**src/rtl/rom_download_sequencer.sv**
```systemverilog
// ROM download transmitter: streams bytes from a valid/ready source onto the dl_* write bus while holding the core in reset.
// Optional feature: define DL_CHECKSUM_EN to add sum_expected and checksum-verified completion.
module rom_download_sequencer #(
  parameter int unsigned IMG_BYTES  = 20480,
  parameter int unsigned RESET_HOLD = 16,
  parameter int unsigned WR_GAP     = 0,
  parameter logic        INDEX      = 1'b0
) (
  input  logic        clk,
  input  logic        rst,
  input  logic        start,
  input  logic        in_valid,
  input  logic [7:0]  in_data,
`ifdef DL_CHECKSUM_EN
  input  logic [7:0]  sum_expected,
`endif
  output logic        in_ready,
  output logic [24:0] dl_addr,
  output logic [7:0]  dl_data,
  output logic        dl_wr,
  output logic        ioctl_wr,
  output logic        ioctl_index,
  output logic        core_run,
  output logic        busy,
  output logic        done,
  output logic        error
);

  typedef enum logic [2:0] {IDLE, HOLD, STREAM, GAP, RELEASE, DONE, ERROR} state_e;

  localparam logic [25:0] IMG_LEN   = 26'(IMG_BYTES);
  localparam logic [31:0] HOLD_LOAD = (RESET_HOLD == 0) ? 32'd0 : 32'(RESET_HOLD - 1);
  localparam logic [31:0] GAP_LOAD  = (WR_GAP == 0) ? 32'd0 : 32'(WR_GAP - 1);

  state_e      state_q, state_d;
  logic [31:0] timer_q, timer_d;
  logic [24:0] count_q, count_d;
  logic [24:0] dlAddr_q, dlAddr_d;
  logic [7:0]  dlData_q, dlData_d;
  logic        dlWr_q, dlWr_d;
  logic        coreRun_q, coreRun_d;
  logic        busy_q, busy_d;
  logic        done_q, done_d;
`ifdef DL_CHECKSUM_EN
  logic        error_q, error_d;
  logic [7:0]  sum_q, sum_d;
  logic [7:0]  sumExp_q, sumExp_d;
`endif

  logic accept;
  logic lastByte;

  assign accept   = in_ready & in_valid;
  assign lastByte = ({1'b0, count_q} + 26'd1) == IMG_LEN;

  always_ff @(posedge clk) begin
    if (rst) begin
      state_q   <= IDLE;
      timer_q   <= '0;
      count_q   <= '0;
      dlAddr_q  <= '0;
      dlData_q  <= '0;
      dlWr_q    <= 1'b0;
      coreRun_q <= 1'b0;
      busy_q    <= 1'b0;
      done_q    <= 1'b0;
`ifdef DL_CHECKSUM_EN
      error_q   <= 1'b0;
      sum_q     <= '0;
      sumExp_q  <= '0;
`endif
    end else begin
      state_q   <= state_d;
      timer_q   <= timer_d;
      count_q   <= count_d;
      dlAddr_q  <= dlAddr_d;
      dlData_q  <= dlData_d;
      dlWr_q    <= dlWr_d;
      coreRun_q <= coreRun_d;
      busy_q    <= busy_d;
      done_q    <= done_d;
`ifdef DL_CHECKSUM_EN
      error_q   <= error_d;
      sum_q     <= sum_d;
      sumExp_q  <= sumExp_d;
`endif
    end
  end

  always_comb begin
    state_d   = state_q;
    timer_d   = timer_q;
    count_d   = count_q;
    dlAddr_d  = dlAddr_q;
    dlData_d  = dlData_q;
    dlWr_d    = 1'b0;
    coreRun_d = coreRun_q;
    busy_d    = busy_q;
    done_d    = done_q;
`ifdef DL_CHECKSUM_EN
    error_d   = error_q;
    sum_d     = sum_q;
    sumExp_d  = sumExp_q;
`endif
    case (state_q)
      IDLE, DONE, ERROR: begin
        if (start) begin
          coreRun_d = 1'b0;
          busy_d    = 1'b1;
          done_d    = 1'b0;
          count_d   = '0;
          timer_d   = HOLD_LOAD;
`ifdef DL_CHECKSUM_EN
          error_d   = 1'b0;
          sum_d     = '0;
          sumExp_d  = sum_expected;
`endif
          state_d   = (RESET_HOLD == 0) ? STREAM : HOLD;
        end
      end
      HOLD: begin
        if (timer_q == 32'd0) state_d = STREAM;
        else                  timer_d = timer_q - 32'd1;
      end
      STREAM: begin
        // The write lands one cycle after the handshake, addressed by the pre-increment count
        if (accept) begin
          dlWr_d   = 1'b1;
          dlAddr_d = count_q;
          dlData_d = in_data;
          count_d  = count_q + 25'd1;
`ifdef DL_CHECKSUM_EN
          sum_d    = sum_q + in_data;
`endif
          if (lastByte) begin
            state_d = RELEASE;
            timer_d = HOLD_LOAD;
          end else if (WR_GAP != 0) begin
            state_d = GAP;
            timer_d = GAP_LOAD;
          end
        end
      end
      GAP: begin
        if (timer_q == 32'd0) state_d = STREAM;
        else                  timer_d = timer_q - 32'd1;
      end
      RELEASE: begin
        if (timer_q == 32'd0) begin
          busy_d = 1'b0;
`ifdef DL_CHECKSUM_EN
          if (sum_q != sumExp_q) begin
            error_d = 1'b1;
            state_d = ERROR;
          end else
`endif
          begin
            coreRun_d = 1'b1;
            done_d    = 1'b1;
            state_d   = DONE;
          end
        end else begin
          timer_d = timer_q - 32'd1;
        end
      end
      default: state_d = IDLE;
    endcase
  end

  always_comb begin
    in_ready = (state_q == STREAM);
  end

  assign dl_addr     = dlAddr_q;
  assign dl_data     = dlData_q;
  assign dl_wr       = dlWr_q;
  assign ioctl_wr    = dlWr_q;
  assign ioctl_index = INDEX;
  assign core_run    = coreRun_q;
  assign busy        = busy_q;
  assign done        = done_q;
`ifdef DL_CHECKSUM_EN
  assign error       = error_q;
`else
  assign error       = 1'b0;
`endif

endmodule

```
**config.mk**
```make
export PLATFORM = sky130hd
export DESIGN_NAME = rom_download_sequencer
export DESIGN_NICKNAME = d
export VERILOG_FILES = /design/src/rtl/rom_download_sequencer.sv
export SDC_FILE = /design/constraint.sdc
export NUM_CORES = 1
export LEC_CHECK = 0
export CORE_MARGIN = 5
export CORE_UTILIZATION = 50
export CTS_CLUSTER_SIZE = 10
export DETAILED_ROUTE_END_ITERATION = 6
export GPL_TIMING_DRIVEN = 0
export PLACE_DENSITY_LB_ADDON = 0.05
export SLEW_MARGIN = 20
export SYNTH_ARGS = -nofsm -noshare
export SYNTH_HDL_FRONTEND = slang
export SYNTH_SLANG_ARGS = --single-unit
```
**constraint.sdc**
```tcl
create_clock -name clk -period 2.58 [get_ports clk]
set_input_delay 0.516 -clock clk [delete_from_list [all_inputs] [get_ports clk]]
set_output_delay 0.516 -clock clk [all_outputs]
set_load 0.02 [all_outputs]
```
# --- After elaboration in Yosys (flattened, before gate mapping) ---
# Index checks and enable logic that the tools add are counted.
classes:
  addsub: 3
  eq_ne: 13
  muxes: 21
  bitwise: 2
  reduce_logical: 14
ops:
  columns: ["operator", "n"]
  rows:
  - ["$mux W32", 4]
  - ["$pmux W32 S3", 1]
  - ["$mux W25", 2]
  - ["$pmux W25 S2", 1]
  - ["$logic_not A32 Y1", 1]
  - ["$sub A32 B1 Y32 const B", 1]
  - ["$add A25 B1 Y26 const B", 1]
  - ["$eq A26 B15 Y1 const B", 1]
  - ["$add A25 B1 Y25 const B", 1]
  - ["$mux W3", 5]
  - ["$pmux W3 S4", 1]
  - ["$reduce_and A5 Y1", 2]
  - ["$eq A3 B3 Y1 const B", 3]
  - ["$eq A3 B2 Y1 const B", 2]
  - ["$ne A2 B1 Y1 const B", 3]
  - ["$ne A2 B2 Y1 const B", 3]
  - ["$reduce_and A3 Y1", 2]
  - ["$reduce_or A3 Y1", 2]
  - ["$mux W1", 5]
  - ["$pmux W1 S2", 2]
  - ["$reduce_bool A2 Y1", 2]
  - ["$reduce_or A2 Y1", 2]
  - ["$eq A3 B1 Y1 const B", 1]
  - ["$logic_not A3 Y1", 1]
  - ["4 further kinds", 4]
word_totals:
  reg_bits: 96
  in_bits: 12
  out_inout_bits: 41

# --- Longest topological paths before layout ---
# Gate-level depths: netlist of run 1.
depth:
  ltp_word: 5
  ltp_mapped: 11

# --- Worst setup path after synthesis of run 1 ---
# No wires, ideal clock.
synth_timing:
  kind: "register to register"
  from: "register timer_q[0]"
  to: "register timer_q[26]"
  arrival_ns: 2.701
  slack_ns: -0.209
  stages_incl_launch_ff: 12
  path_cell_list: "dfxtp_1 -> inv_1 -> ha_1 -> or3b_1 -> or4_1 -> clkbuf_1 -> nor4_4 -> a221oi_2 -> a21o_4 -> o21a_4 -> buf_6 -> a311oi_2"
synth_between:
  elab_chain_len: 3
  elab_cells_between_ends: 6
  classes_between: "add/sub: 1; eq/ne: 1; mux: 2; reduce/logical: 2"
synth_rtl:
  columns: ["element", "line_no", "text"]
  rows:
  - ["start: declaration", "36", "logic [31:0] timer_q, timer_d;"]
  - ["start signal: assignment", "74", "timer_q <= timer_d;"]
  - ["$sub A32 B1 Y32 / $logic_not A32 Y1 (equally long branches)", null, null]
  - ["$mux W32 / $ne A2 B2 Y1 (equally long branches)", null, null]
  - ["$pmux W32 S3 / $reduce_and A5 Y1 (equally long branches)", null, null]
# Several ways; a longest one is shown, not always the timed one. The select of a mux whose other input is x is not followed.
# A chain may end at the register's enable or synchronous reset.

# --- Worst setup path after layout of run 1 ---
layout_timing:
  from: "register timer_q[1]"
  to: "register timer_q[5]"
# Same word-level chain as after synthesis.

==> summary.txt, run 1 <==
Die
  • Core ar.: 10200 um2
  • I/O pin count: 53
  • DIE WIDTH: 112 um
  • Die Area: 12500 um2
  • Placement Rows: 37
  • Starting Density: 50.8%
  • Chip height: 112 um

Placement
  • Post-Place Cells: 872
  • Placed inst area: 5860 um2
  • Detailed Place HPWL: 10300 um
  • RD Place Congestion: 0.872
  • Setup WS pre-CTS: -796 ps
  • # port buffers: 49

Synth
  • Main area contributors after synthesis: dfxtp_1 37%, nand2_1 8.7%, a21oi_1 6.7%, nor2_1 4.6%, clkbuf_1 3.0%
  • Synth Area in XOR/XNOR: 1.35%
  • Simple-gate share of the synthesized area: 28.0%
  • Seq/Total Area, Yosys: 37.0%
  • Yosys reg bits: 96
  • Compound-Gate Fraction of Synth Area: 25.7%
  • FFs w/ async S/R, synth: 0%
  • Mapped Area: 5200 um2
  • Synth cell types: 66
  • Adder-Cell Fraction of Synth Area: 0.722%
  • Syn Area/Cell: 7.57 um2
  • Multiplexer area fraction after synthesis: 1.18%
  • Synth top area share: 37.0%
  • Yosys warns: 0
  • Largest family of logic cells by synthesized area: simple AND/OR/NAND/NOR gates
  • Synth area leader: dfxtp_1
  • Synth Instances: 686
  • Post-synth EDFFs: 0
  • Most used DFF post-synth: dfxtp_1

Status
  • Status: finished with violations
  • Failing checks: negative setup slack

Detailed routing
  • Via count: 5547
  • Detailed Routing Iterations Pass 1: 6
  • Iter 0 DRT Violations: 442
  • Final WL: 15700 um
  • Wirelength per Cell: 17.2 um
  • Post-DR vias/cell: 6.08
  • DRC: 0
  • DRT antenna net count: 0

Timing
  • Tmin final: 2820 ps
  • Max Clk Rate: 0.354 GHz
  • Setup slack after layout: -242 ps
  • Relative slew margins: 48.9%
  • Slew Limit Fails: 0
  • Final setup vio count: 35
  • Setup Skew: 10.7 ps
  • Tcrit/Tclk final: 109%
  • Worst Max-Slew Pin Slew: 766 ps
  • Unrepaired setup endpoints after global routing: yes
  • Final hold vios: 0

Worst setup path
  • Worst setup path endpoint: timer_q[5]$_SDFFE_PP0P_
  • FF-to-FF End: timer_q[5]$_SDFFE_PP0P_
  • Reg-to-reg slack, setup: -240 ps
  • Worst r2r src: timer_q[1]$_SDFFE_PP0P_
  • Launch point of the worst path: timer_q[1]$_SDFFE_PP0P_
  • Worst path slowest cell: or4_4
  • CP Data Arrival Time: 3120 ps
  • Critical Path Start Type: flip-flop
  • Worst Setup End Kind: flip-flop
  • CP Max Fanout: 5
  • Max incr delay on CP: 470 ps
  • Setup CP Type: reg2reg
  • Worst EP required: 2880 ps
  • Worst R2R Path Depth: 11
  • Cell Chain, Critical Path: inv_2 > ha_4 > or3b_4 > or4_4 > nor4_4 > buf_4 > a221oi_2 > a21o_4 > o21a_4 > clkbuf_16 > a211oi_2

Clock tree
  • Clock Tree Buf Depth: 2
  • CTS tree: done
  • Hold buffer count at cts: 0
  • Clk pin slew, worst setup/hold paths: 100 ps
  • CTS H-Tree Depth: 3
  • Clock Sinks: 96
  • CTS root buf: clkbuf_8
  • CTS Buf Count: 9
  • Skew-Pair Late Insertion Delay: 380 ps

Final layout
  • Post-route cell area: 6760 um2
  • Most common cell after layout, fill and taps aside: nand2_1
  • Filler cell count: 891
  • Antenna fix cells: 0
  • Fraction of layout cells with a size suffix above 1: 19.8%
  • Final #Nets: 786
  • Syn-to-layout area delta: 30.0%
  • Final Non-Filler Cells: 912
  • Most frequent cells in the layout: 115 x nand2_1, 89 x dfxtp_1, 67 x a21oi_1

Global routing
  • Largest net degree at the start of global routing: 16
  • Overflow after GRT: 0
  • GRT Resource Usage Total: 24.1%
  • Number of global-route vias before repair: 5131
  • Initial antenna violation count: 0
  • First-pass GRT wire length: 24900 um

Power
  • Leakage: 2.38 nW
  • Pwr/cell area: 1030 nW/um2
  • Maximum VDD drop: 593 uV
  • Total power: 6.96 mW

Worst hold path
  • Worst hold path type: reg2reg

Flow run
  • Total of max-cap violations: 0
[per-layer routing]
metal,part of all wire (%),track usage (%),wire [um],up-vias
met5,0,0,0,-
met4,2.2,7.13,340,0
met3,7.3,6.41,1150,37
met2,47,39.2,7380,228
met1,44,31.5,6850,2630
li1,-,-,-,2652
[worst max-delay path: cells and delay by family (launching register included)]
family                     cells  cell delay, ps
AOI/OAI and AO/OA              4             650
DFF                            1             340
and+or+nand+nor                3            1180
adders and majority gates      1             130
buffers and inverters          3             430
[layout make-up]
| class | instances | area [um2] | share of cell area, % |
|---|---|---|---|
| multi-input cells | 520 | 3330 | 49.2 |
| flip-flops and latches | 96 | 1940 | 28.7 |
| repair buffers | 81 | 778 | 11.5 |
| plain buffers | 53 | 308 | 4.56 |
| well taps | 136 | 170 | 2.52 |
| clock buffers | 12 | 145 | 2.15 |
| clock inverters | 4 | 53.8 | 0.796 |
| inverters | 10 | 37.5 | 0.556 |
[cells by family after synthesis]
kind of cell | Yosys count
DFF | 96
adders and majority gates | 3
AOI/OAI and AO/OA | 197
other | 1
and+or+nand+nor | 304
xor gates and xnor gates | 8
muxes | 6
buffers and inverters | 71
[through the flow]
| stage | hold slack [ps] | util (%) | TNS, ps |
|---|---|---|---|
| CTS | 459 | 63.8 | -4530 |
| floorplan | 449 | - | -4060 |
| finish | 456 | 66.0 | -5110 |
| global route | 480 | 66.0 | -7230 |
| global placement | 442 | 57.3 | -27530 |
| detailed placement | 446 | 57.3 | -28130 |
[synthesized netlist by cell type (3+ instances only)]
master    number
xnor2_1        6
a21oi_1       70
o211ai_1       8
o21ai_0       31
a31oi_1       15
buf_2          6
buf_4          6
nand3_1       26
o31ai_1        9
ha_1           3
inv_1         10
nand4_1        8
nor4_1        12
nor3_1        18
o41ai_1        3
and4_1         4
buf_1          4
nor2_1        63
nand3b_1       5
and3_1        11
or2_2          5
nand2_1      120
and2_1         5
or3_1          9
nand2b_1       4
clkbuf_1      42
mux2i_1        5
a211oi_1       7
o22ai_1        4
nand4b_1       3
a31o_2        14
a311oi_1      12
dfxtp_1       96
[report_power, final]
group	switching, mW	total [mW]	internal (mW)	leakage (nW)
Sequential	0.215	1.89	1.68	0.780
Clock	0.559	1.04	0.478	0.0928
Combinational	2.38	4.03	1.65	1.51
Total	3.15	6.96	3.81	2.38
[how the worst min path moves through the flow]
stage | start | end | slack [ps] | cells past startpoint
floorplan | timer_q[16]$_SDFFE_PP0P_ | timer_q[16]$_SDFFE_PP0P_ | 450 | 1
global placement | dl_data[5]$_SDFFE_PP0P_ | dl_data[5]$_SDFFE_PP0P_ | 440 | 2
detailed placement | dl_addr[11]$_SDFFE_PP0P_ | dl_addr[11]$_SDFFE_PP0P_ | 450 | 2
CTS | dl_data[5]$_SDFFE_PP0P_ | dl_data[5]$_SDFFE_PP0P_ | 460 | 2
global route | dl_addr[22]$_SDFFE_PP0P_ | dl_addr[22]$_SDFFE_PP0P_ | 480 | 2
finish | dl_addr[18]$_SDFFE_PP0P_ | dl_addr[18]$_SDFFE_PP0P_ | 460 | 2
[flip-flops by register name, summed over array words and instances, names as in the netlist]
| name | count |
|---|---|
| busy | 1 |
| count_q | 25 |
| dl_addr | 25 |
| dl_data | 8 |
| dl_wr | 1 |
| done | 1 |
| state_q | 3 |
| timer_q | 32 |
[timing repair]
| action | in CTS | in global routing |
|---|---|---|
| gates resized for setup | 67 | 52 |
| buffers inserted | 22 | 8 |
| pin swaps | 22 | 17 |
| setup endpoints to repair | 74 | 78 |
| gates cloned | 2 | 1 |
Power figures use the tool's default switching activity.
==> run 2: changes to the inputs <==
--- a/config.mk
+++ b/config.mk
@@ -5,6 +5,7 @@
 export SDC_FILE = /design/constraint.sdc
 export NUM_CORES = 1
 export LEC_CHECK = 0
+export ABC_AREA = 1
 export CORE_MARGIN = 5
 export CORE_UTILIZATION = 50
 export CTS_CLUSTER_SIZE = 10
==> run 2 against run 1 <==
  * The flow now finishes without violations
  * Flip-flop and latch count is the same
  * Non-clock buffer count shrank 36
  * Utilization shrank 6.3 points
  * First-iteration DRC count shrank 2.7%
  * Critical path depth shrank 7
  * Design area shrank 4.9%
  * Worst setup slack gained 310 ps
  * Sequential share of layout area grew 1.5 points
  * Register-to-register slack gained 420 ps
  * Clock skew grew 10 ps
  * Via count grew 3.1%
  * Sequential power grew 20%
  * Critical path type is now reg2out
  * Largest cell class unchanged
  * Highest routed layer unchanged
==> summary.txt, run 2 <==
Status
  • Status: complete, no violations

Final layout
  • Top reg by flops: timer_q
  • Core Util, Final: 59.8% (-6.3 points)
  • Most common cell after layout, fill and taps aside: nand2_1
  • Final #Nets: 942 (+20%)
  • Max reg flops: 32 (unchanged)
  • Antenna fix cells: 0 (unchanged)
  • Syn-to-layout area delta: 18.3%
  • Most frequent cells in the layout: 195 x nand2_1, 157 x nor2_1, 90 x dfxtp_1
  • Post-route cell area: 6420 um2 (-4.9%)
  • Fraction of layout cells with a size suffix above 1: 9.66% (-10 points)

Synth
  • Syn Area/Cell: 6.32 um2 (-17%)
  • Yosys warns: 0 (unchanged)
  • Simple-gate share of the synthesized area: 40.4% (+12 points)
  • Seq/Total Area, Yosys: 35.4% (-1.6 points)
  • Multiplexer area fraction after synthesis: 0% (-1.2 points)
  • Synth Instances: 859 (+25%)
  • Compound-Gate Fraction of Synth Area: 13.7% (-12 points)
  • Yosys reg bits: 96 (unchanged)
  • Synth top area share: 35.4% (-1.6 points)
  • FFs w/ async S/R, synth: 0% (unchanged)
  • Most used DFF post-synth: dfxtp_1
  • Post-synth EDFFs: 0 (unchanged)
  • Adder-Cell Fraction of Synth Area: 0.692% (-0.031 points)
  • Largest family of logic cells by synthesized area: simple AND/OR/NAND/NOR gates
  • Mapped Area: 5430 um2 (+4.5%)
  • Synth cell types: 33 (-50%)
  • Main area contributors after synthesis: dfxtp_1 35%, nand2_1 13%, nor2_1 11%, a21oi_1 7.4%, nand3_1 7.4%
  • Synth area leader: dfxtp_1
  • Count leader, synth: nand2_1
  • Synth Area in XOR/XNOR: 0.645% (-0.70 points)
  • Post-synth top cells: 195 x nand2_1, 159 x nor2_1, 96 x dfxtp_1

Timing
  • Setup slack after layout: 67.2 ps (+309 ps)
  • Slew Limit Fails: 0 (unchanged)
  • Tmin final: 2510 ps (-309 ps)
  • Unrepaired setup endpoints after global routing: yes
  • Max Clk Rate: 0.398 GHz (+12%)
  • Tcrit/Tclk final: 97.4% (-12 points)
  • Final hold vios: 0 (unchanged)
  • Relative slew margins: 53.5% (+4.6 points)
  • Worst Max-Slew Pin Slew: 697 ps (-69.6 ps)
  • TNS Setup: 0 ps (+5110 ps)
  • Setup Skew: 20.8 ps (+10.1 ps)
  • Final setup vio count: 0 (-100%)

Worst setup path
  • Worst r2r src: count_q[0]$_SDFFE_PP0P_
  • CP Max Fanout: 10 (+5)
  • Launch point of the worst path: state_q[1]$_SDFFE_PP0P_
  • Reg-to-reg slack, setup: 180 ps (+420 ps)
  • Setup CP Type: reg2out
  • Worst Setup End Kind: output pin
  • FF-to-FF End: timer_q[9]$_SDFFE_PP0P_
  • Worst EP required: 2060 ps (-820 ps)
  • Worst R2R Path Depth: 17 (+6)
  • CP Data Arrival Time: 2000 ps (-1120 ps)
  • Critical Path Start Type: flip-flop

Die
  • Starting Density: 50.5% (-0.28 points)
  • I/O pin count: 53 (unchanged)
  • Chip height: 114 um (+2.0%)
  • Core ar.: 10700 um2 (+5.0%)
  • Die Area: 13000 um2 (+4.1%)
  • Placement Rows: 38 (+2.7%)
  • DIE WIDTH: 114 um (+2.0%)

Clock tree
  • Skew-Pair Late Insertion Delay: 400 ps (+20 ps)
  • Clock Sinks: 96 (unchanged)
  • Clock Tree Buf Depth: 2 (unchanged)
  • CTS H-Tree Depth: 3 (unchanged)
  • Clk pin slew, worst setup/hold paths: 90 ps (about the same)
  • CTS Buf Count: 9 (unchanged)
  • CTS root buf: clkbuf_8
  • CTS tree: done
  • Hold buffer count at cts: 0 (unchanged)

Worst hold path
  • Hold EP: busy$_SDFFE_PP0P_
  • Hold Path Depth: 2 (unchanged)
  • Worst hold path type: reg2reg
  • Hold path startpoint: busy$_SDFFE_PP0P_

Power
  • Leakage: 2.65 nW (+11%)
  • Pwr/cell area: 1120 nW/um2 (+8.3%)
  • Maximum VDD drop: 508 uV (-14%)

Detailed routing
  • Final WL: 15600 um (-0.83%)
  • Detailed Routing Iterations Pass 1: 5 (-1)
  • Via count: 5717 (+3.1%)
  • DRT antenna net count: 0 (unchanged)
  • DRC: 0 (unchanged)
  • Post-DR vias/cell: 5.33 (-12%)
  • Wirelength per Cell: 14.5 um (-16%)
  • Iter 0 DRT Violations: 430 (-2.7%)

Global routing
  • First-pass GRT wire length: 26000 um (+4.3%)
  • Grt met3 use: 3.33% (-3.1 points)
  • M2 GR Usage: 44.6% (+5.4 points)
  • Overflow after GRT: 0 (unchanged)
  • Largest net degree at the start of global routing: 17 (+1)
  • Initial antenna violation count: 0 (unchanged)
  • GRT Resource Usage Total: 24.6% (+0.52 points)
  • Global route hottest layer: met2
  • Number of global-route vias before repair: 5564 (+8.4%)
  • GR met1 Demand/Resource: 29.0% (-2.6 points)

Placement
  • Setup WS pre-CTS: 8.75 ps (+805 ps)
  • RD Place Congestion: 0.945 (+8.3%)
  • Detailed Place HPWL: 11500 um (+11%)
  • Placed inst area: 6100 um2 (+4.0%)
  • # port buffers: 49 (unchanged)

Flow run
  • Total of max-cap violations: 0 (unchanged)
run 2: layout make-up:
type	instances	area, um2
Inverter	69	259
Tap cell	140	175
Fill cell	1074	4320
Clock inverter	5	38.8
Clock buffer	11	141
Sequential cell	96	1930
Buffer	42	256
Multi-Input combinational cell	653	3060
Timing Repair Buffer	56	556
run 2: cells by family after synthesis:
| group | after synthesis |
|---|---|
| and+or+nand+nor | 501 |
| AOI/OAI and AO/OA | 143 |
| buffers and inverters | 111 |
| DFF | 96 |
| xor gates and xnor gates | 4 |
| adders and majority gates | 3 |
| other | 1 |
run 2: layer usage:
metal  up-vias  wire, um
li1       2921         -
met1      2631      6640
met2       135      7910
met3        30       650
met4         0       376
met5         -         0
run 2: worst max-delay path, cell delays in order (launching register included):
cell and delay, ps:
dfxtp_1 450, inv_1 100, nor3_4 180, clkbuf_4 250
clkdlybuf4s50_1 620
run 2: worst max path at each step:
stage                                    end  slack, ps  cells after the start
finish                              in_ready         70                      4
global route        timer_q[19]$_SDFFE_PP0P_         -2                     17
CTS                                 in_ready          2                      4
detailed placement   count_q[4]$_SDFFE_PP0P_          9                      7
global placement    timer_q[21]$_SDFFE_PP0P_         60                     12
floorplan           timer_q[21]$_SDFFE_PP0P_        540                     12
run 2: what timing repair did:
item                                    CTS  global route
setup buffers                             0             7
resized for setup                         3            29
endpoints found under the setup margin    2            59
pin swaps                                 0             3
cloned                                    0             0
run 2: metrics by stage:
stage	total power, mW	std cells	hold slack, ps
final	7.17	1072	455
after global routing	7.83	1072	495
after CTS	7.03	1065	455
after detailed placement	6.04	1049	441
after global placement	5.93	1049	440
after floorplan	4.99	860	468
run 2: where the power goes:
group	total [mW]	internal (mW)	switching, mW
logic	3.93	1.47	2.46
clock network	0.973	0.387	0.587
registers	2.26	1.87	0.393
